<file path="src/rtl/par2ser_stream.sv">
// -----------------------------------------------------------------------------
// par2ser_stream
//   Accepts DATA_W-bit words from a parallel producer on a req/grant handshake,
//   holds up to DEPTH of them in a circular buffer and streams them out one bit
//   per clock, back-to-back with no idle cycle between consecutive words.
//
// Parameters
//   DATA_W     parallel word width (>=2)
//   DEPTH      buffer depth in words (power of 2, >=2)
//   LSB_FIRST  0: bit DATA_W-1 leaves first; 1: bit 0 leaves first
//
// Optional build macro
//   PARITY_EN  when defined, each frame is followed by one even-parity bit
//              (XOR of the word), making a frame DATA_W+1 cycles long.
//
// Ports
//   p_clk             clock, rising edge
//   n_rst             asynchronous reset, active low
//   req               producer offers parallel_data_in this cycle
//   parallel_data_in  word to serialise
//   grant             buffer can take a word this cycle (registered)
//   serial_data_out   current serial bit, 0 whenever out_data is 0
//   out_data          serial_data_out carries a valid bit
//   frame_start       one-cycle pulse alongside the first bit of each word
//   fill_level        words waiting in the buffer (word being shifted excluded)
// -----------------------------------------------------------------------------
module par2ser_stream #(
  parameter int DATA_W    = 32,
  parameter int DEPTH     = 4,
  parameter int LSB_FIRST = 0
) (
  input  logic                   p_clk,
  input  logic                   n_rst,
  input  logic                   req,
  input  logic [DATA_W-1:0]      parallel_data_in,
  output logic                   grant,
  output logic                   serial_data_out,
  output logic                   out_data,
  output logic                   frame_start,
  output logic [$clog2(DEPTH):0] fill_level
);

  localparam int PTR_W = $clog2(DEPTH);
  localparam int CNT_W = PTR_W + 1;
  localparam int BC_W  = $clog2(DATA_W);

  localparam logic [CNT_W-1:0] DEPTH_C    = CNT_W'(DEPTH);
  localparam logic [BC_W-1:0]  LAST_IDX_C = BC_W'(DATA_W - 1);

  localparam logic [1:0] ST_IDLE   = 2'd0;
  localparam logic [1:0] ST_SHIFT  = 2'd1;
`ifdef PARITY_EN
  localparam logic [1:0] ST_PARITY = 2'd2;
`endif

  // Bit that leaves the shifter next, according to the configured bit order.
  function automatic logic lead_bit(input logic [DATA_W-1:0] w);
    if (LSB_FIRST != 0) begin
      return w[0];
    end else begin
      return w[DATA_W-1];
    end
  endfunction

  // Drop the bit just sent so the next one sits at the lead position.
  function automatic logic [DATA_W-1:0] advance(input logic [DATA_W-1:0] w);
    if (LSB_FIRST != 0) begin
      return w >> 1'b1;
    end else begin
      return w << 1'b1;
    end
  endfunction

`ifdef PARITY_EN
  // Even parity over the whole word: the appended bit makes the total 1-count even.
  function automatic logic even_parity(input logic [DATA_W-1:0] w);
    return ^w;
  endfunction
`endif

  logic [DATA_W-1:0] mem_r [DEPTH];
  logic [PTR_W-1:0]  wr_ptr_r;
  logic [PTR_W-1:0]  rd_ptr_r;
  logic [CNT_W-1:0]  count_r;
  logic [CNT_W-1:0]  count_nxt_s;
  logic              grant_r;
  logic [1:0]        state_r;
  logic [DATA_W-1:0] shreg_r;
  logic [BC_W-1:0]   bit_cnt_r;
  logic              serial_r;
  logic              valid_r;
  logic              fs_r;
`ifdef PARITY_EN
  logic              parity_r;
`endif

  logic              push_s;
  logic              ready_s;
  logic              pop_s;
  logic [DATA_W-1:0] head_s;

  // Handshake decode and pop decision; a pop may happen on the final bit of a
  // frame so that the next word follows without a gap.
  always_comb begin
    push_s  = req & grant_r;
    head_s  = mem_r[rd_ptr_r];
    ready_s = 1'b0;
    case (state_r)
      ST_IDLE:   ready_s = 1'b1;
`ifdef PARITY_EN
      ST_SHIFT:  ready_s = 1'b0;
      ST_PARITY: ready_s = 1'b1;
`else
      ST_SHIFT:  ready_s = (bit_cnt_r == {BC_W{1'b0}});
`endif
      default:   ready_s = 1'b0;
    endcase
    pop_s       = ready_s & (count_r != {CNT_W{1'b0}});
    count_nxt_s = count_r + CNT_W'(push_s) - CNT_W'(pop_s);
  end

  // Buffer storage; contents need no reset because count_r qualifies them.
  always_ff @(posedge p_clk) begin
    if (push_s) begin
      mem_r[wr_ptr_r] <= parallel_data_in;
    end
  end

  // Pointers, fill count, grant and the serialiser state machine.
  always_ff @(posedge p_clk or negedge n_rst) begin
    if (!n_rst) begin
      wr_ptr_r  <= {PTR_W{1'b0}};
      rd_ptr_r  <= {PTR_W{1'b0}};
      count_r   <= {CNT_W{1'b0}};
      grant_r   <= 1'b0;
      state_r   <= ST_IDLE;
      shreg_r   <= {DATA_W{1'b0}};
      bit_cnt_r <= {BC_W{1'b0}};
      serial_r  <= 1'b0;
      valid_r   <= 1'b0;
      fs_r      <= 1'b0;
`ifdef PARITY_EN
      parity_r  <= 1'b0;
`endif
    end else begin
      count_r <= count_nxt_s;
      // Grant looks at the post-edge count, so a full buffer never sees a push.
      grant_r <= (count_nxt_s < DEPTH_C);
      if (push_s) begin
        wr_ptr_r <= wr_ptr_r + PTR_W'(1'b1);
      end
      if (pop_s) begin
        rd_ptr_r <= rd_ptr_r + PTR_W'(1'b1);
      end

      if (pop_s) begin
        // Load: the first bit goes straight to the output register.
        state_r   <= ST_SHIFT;
        shreg_r   <= advance(head_s);
        bit_cnt_r <= LAST_IDX_C;
        serial_r  <= lead_bit(head_s);
        valid_r   <= 1'b1;
        fs_r      <= 1'b1;
`ifdef PARITY_EN
        parity_r  <= even_parity(head_s);
`endif
      end else begin
        fs_r <= 1'b0;
        case (state_r)
          ST_SHIFT: begin
            if (bit_cnt_r != {BC_W{1'b0}}) begin
              shreg_r   <= advance(shreg_r);
              bit_cnt_r <= bit_cnt_r - BC_W'(1'b1);
              serial_r  <= lead_bit(shreg_r);
              valid_r   <= 1'b1;
            end else begin
`ifdef PARITY_EN
              state_r  <= ST_PARITY;
              serial_r <= parity_r;
              valid_r  <= 1'b1;
`else
              state_r  <= ST_IDLE;
              serial_r <= 1'b0;
              valid_r  <= 1'b0;
`endif
            end
          end
`ifdef PARITY_EN
          ST_PARITY: begin
            state_r  <= ST_IDLE;
            serial_r <= 1'b0;
            valid_r  <= 1'b0;
          end
`endif
          ST_IDLE: begin
            state_r  <= ST_IDLE;
            serial_r <= 1'b0;
            valid_r  <= 1'b0;
          end
          default: begin
            state_r  <= ST_IDLE;
            serial_r <= 1'b0;
            valid_r  <= 1'b0;
          end
        endcase
      end
    end
  end

  assign grant           = grant_r;
  assign serial_data_out = serial_r;
  assign out_data        = valid_r;
  assign frame_start     = fs_r;
  assign fill_level      = count_r;

endmodule
</file>
<file path="config.mk">
export PLATFORM = sky130hd
export DESIGN_NAME = par2ser_stream
export DESIGN_NICKNAME = d
export VERILOG_FILES = /design/src/rtl/par2ser_stream.sv
export SDC_FILE = /design/constraint.sdc
export NUM_CORES = 1
export LEC_CHECK = 0
export BUFFER_PORTS_ARGS = -buffer_cell sky130_fd_sc_hd__buf_2
export CAP_MARGIN = 40
export CORE_MARGIN = 3
export CORE_UTILIZATION = 54
export CTS_CLUSTER_SIZE = 20
export DETAILED_ROUTE_END_ITERATION = 10
export GPL_ROUTABILITY_DRIVEN = 1
export PLACE_DENSITY = 0.72
export SYNTH_ARGS = -nofsm -noshare
export SYNTH_HDL_FRONTEND = slang
export SYNTH_SLANG_ARGS = --single-unit
</file>
<file path="constraint.sdc">
create_clock -name p_clk -period 3.6 [get_ports p_clk]
set_input_delay 0.36 -clock p_clk [delete_from_list [all_inputs] [get_ports p_clk]]
set_output_delay 0.36 -clock p_clk [all_outputs]
set_load 0.01 [all_outputs]
</file>
==> flow_metrics.py <==
metrics = {
    "run_status": {
        "status": "finished clean",
    },
    "final_layout": {
        "multiInputGateArea_mm2": 0.001718,
        "drive_gt1_share_pct": 25.94,
        "seq_area_mm2": 0.005047,
        "area_growth_pct": 15.71,
        "design_area_mm2": 0.007979,
        "nNetsFinal": 508,
        "diodes": 0,
        "fill_cells": 818,
    },
    "placement": {
        "io_buffer_count": 41,
        "place.gp.congestion": 0.7811,
        "dpl_worst_slack_ns": 0.8199,
        "placed_area_mm2": 0.007387,
        "post-dp-hpwl_um": 7541,
    },
    "floorplan": {
        "rows": 40,
        "core_area_mm2": 0.01226,
        "die_h_um": 119,
        "start_util_pct": 56.23,
        "ios": 42,
        "die_w_um": 119,
        "fp.dieArea_mm2": 0.01416,
    },
    "critical_path": {
        "slowest_stage": "or4b_1",
        "critPathArrivalTime_ns": 3.10,
        "path_max_fanout": 7,
        "reg2reg_slack_ns": 0.80,
        "cp_cell_sequence": "inv_1 -> ha_1 -> or4b_1 -> a21oi_4 -> xnor2_1 -> ha_1 -> fa_1 -> xnor2_1 -> xnor2_1 -> inv_1",
        "crit_path_frequent_cell": "xnor2_1",
        "path_delay_family": "adder cells",
        "path_class": "reg2reg",
        "crit_buf_inv": 2,
        "worst_path_largest_cell_delay_ns": 0.62,
        "rr_endpoint": "fill_level[2]$_DFF_PN0_",
        "worst_setup_path_end_kind": "flop",
        "reg2reg_from": "bit_cnt_r[0]$_DFFE_PN0P_",
        "worst_setup_path_start_kind": "flop",
        "required_ns": 3.90,
        "worstRegToRegCells": 10,
    },
    "route": {
        "wl_per_cell_um": 19.16,
        "top_layer_used": "met4",
        "drt_iter0_markers": 369,
        "drc": 0,
        "ant_nets": 0,
        "wirelength_um": 12380,
        "wl_met2_um": 6227,
        "via_per_inst": 5.762,
        "wl_met1_um": 5064,
        "wl_met3_um": 740,
        "vias": 3722,
        "drtPass1Iterations": 5,
    },
    "pwr": {
        "vdd.ir_drop.worst_uv": 311.8,
        "power_density_mw_per_mm2": 497.4,
        "finalPower_mw": 3.968,
        "leakage_nw": 2.955,
    },
    "min_path": {
        "hp-class": "in2reg",
        "holdCritStartpoint": "parallel_data_in[7]",
        "hold_depth": 1,
        "worstHoldEndpoint": "mem_r[1][7]$_DFFE_PP_",
    },
    "yosys": {
        "postSynth.asyncResetShare_pct": 27.27,
        "ys_warn_count": 0,
        "syn_nets": 456,
        "synth_cell_types": 30,
        "synthFlopType": "edfxtp_1",
        "synth_area_mm2": 0.006895,
        "avgSynthCellArea_um2": 16.70,
        "synth-edff-count": 128,
        "netlist_instances": 413,
        "synth_seq_area_share_pct": 73.16,
        "ys_seq_elements": 176,
    },
    "sta": {
        "fmax_ghz": 0.3573,
        "finalHoldWorstSlack_ns": 0.1534,
        "timing.final.max_slew_violations": 0,
        "layout_setup_ws_ns": 0.8012,
        "tns_ns": 0,
        "max_slew.worst_pin.slew_ns": 0.6209,
        "finalCriticalPeriod_ns": 2.799,
        "setup_viol": 0,
        "fin_crit_sh_pct": 77.74,
        "slew_headroom_pct": 58.43,
        "skew_ns": 0.006563,
        "finalHoldViolCount": 0,
        "rsz0062_at_grt": "no",
    },
    "global_route": {
        "grt_start_max_net_pins": 38,
        "grt_pass1_vias": 3862,
        "grtUsageTotal_pct": 19.35,
        "grt_pass1_wl_um": 20620,
        "antenna_found_initial": 0,
        "gr-total-overflow": 0,
    },
    "clocking": {
        "clk_pin_slew_ns": 0.06,
        "clock_path_buffers": 2,
        "cts_tree": "yes",
        "cts_buffers": 17,
        "clk_latency_ns": 0.42,
        "cts_resized": 0,
        "h-tree-depth": 4,
        "root_buffer": "clkbuf_16",
        "cts_sinks": 176,
        "post_cts_buffers": 0,
    },
    "flow_run": {
        "cap_viol_max_count": 0,
    },
}
-- layout by cell type (no fill, tap or decap), types with 4 or more instances in the layout --
cell type | netlist | routed
buf_2 | 10 | 41
clkbuf_8 | 0 | 5
xnor2_1 | 5 | 5
dfrtp_1 | 48 | 46
a31oi_1 | 31 | 31
nand2_1 | 66 | 66
edfxtp_1 | 128 | 128
ha_1 | 7 | 7
a21oi_1 | 4 | 4
a211oi_1 | 4 | 4
nor3_1 | 32 | 32
and3_1 | 6 | 6
buf_4 | 3 | 13
clkbuf_16 | 0 | 19
clkbuf_1 | 13 | 5
mux4_2 | 32 | 32
inv_1 | 7 | 7
-- logic make-up after synthesis --
group / synth area share [%]
buffers and inverters: 2.141
AND/OR/NAND/NOR: 7.458
AO/OA/AOI/OAI: 4.174
multiplexers: 10.62
flip-flops: 73.16
XOR/XNOR: 0.8891
adder cells (fa/ha/maj): 1.560
-- flip-flops by register name (all words and copies together) (netlist names) --
register	cells
mem_r	128
shreg_r	31
bit_cnt_r	5
fill_level	3
rd_ptr_r	2
wr_ptr_r	2
frame_start	1
grant	1
out_data	1
serial_data_out	1
state_r	1
-- final cells by class --
type	count	share of cell area, %
Sequential cell	176	63.26
Multi-Input combinational cell	204	21.53
Clock buffer	29	7.057
Clock inverter	3	0.2352
Timing Repair Buffer	59	4.955
Tap cell	168	2.634
Inverter	7	0.3293
-- stage by stage --
stage / utilization, % / std cells
after detailed placement: 60.24 / 613
after CTS: 65.07 / 646
after global placement: 59.57 / 609
after floorplan: - / 413
final: 65.07 / 646
after global routing: 65.07 / 646
-- worst max-delay path by stage --
stage                             start  slack, ns                 endpoint  cells past startpoint
2_1_floorplan  bit_cnt_r[0]$_DFFE_PN0P_       1.10  fill_level[2]$_DFF_PN0_                     11
3_3_place_gp   bit_cnt_r[0]$_DFFE_PN0P_       0.94  fill_level[2]$_DFF_PN0_                     10
3_5_place_dp   bit_cnt_r[0]$_DFFE_PN0P_       0.82  fill_level[2]$_DFF_PN0_                     10
4_1_cts        bit_cnt_r[0]$_DFFE_PN0P_       0.79  fill_level[2]$_DFF_PN0_                     10
5_1_grt        bit_cnt_r[0]$_DFFE_PN0P_       0.65  fill_level[2]$_DFF_PN0_                     10
6_report       bit_cnt_r[0]$_DFFE_PN0P_       0.80  fill_level[2]$_DFF_PN0_                     10
-- cells in the mapped netlist (2+ instances only) --
| cell type | count | share of area (%) |
|---|---|---|
| edfxtp_1 | 128 | 56 |
| nand2_1 | 66 | 3.6 |
| dfrtp_1 | 48 | 17 |
| mux4_2 | 32 | 10 |
| nor3_1 | 32 | 2.3 |
| a31oi_1 | 31 | 2.8 |
| clkbuf_1 | 13 | 0.71 |
| buf_2 | 10 | 0.73 |
| ha_1 | 7 | 1.3 |
| inv_1 | 7 | 0.38 |
| and3_1 | 6 | 0.54 |
| xnor2_1 | 5 | 0.64 |
| a211oi_1 | 4 | 0.44 |
| a21oi_1 | 4 | 0.29 |
| buf_4 | 3 | 0.33 |
| nor2_1 | 2 | 0.11 |
| xor2_1 | 2 | 0.25 |
-- worst reg2reg max path, delay by kind of cell (launching register included) --
| family | cells | cell delay, ns |
|---|---|---|
| flops | 1 | 0.41 |
| compound gates | 1 | 0.28 |
| buf+inv | 2 | 0.15 |
| simple gates | 1 | 0.62 |
| xor+xnor | 3 | 0.45 |
| fa+ha+maj | 3 | 0.77 |
-- per-layer routing --
layer,global-route usage (%),vias up
li1,-,1695
met1,25.93,1881
met2,30.31,122
met3,4.748,24
met4,8.834,0
met5,0,-
-- power by group --
group	leakage, nW	switching (mW)	internal [mW]
logic	0.927	0.0291	0.0162
clock network	0.288	0.686	1.06
registers	1.74	0	2.18
-- timing repair --
action,4_1_cts,5_1_grt
hold buffers,1,0
endpoints found under the hold margin,20,0
endpoints found under the setup margin,0,0
No activity file was read; power rests on OpenSTA's default activity.
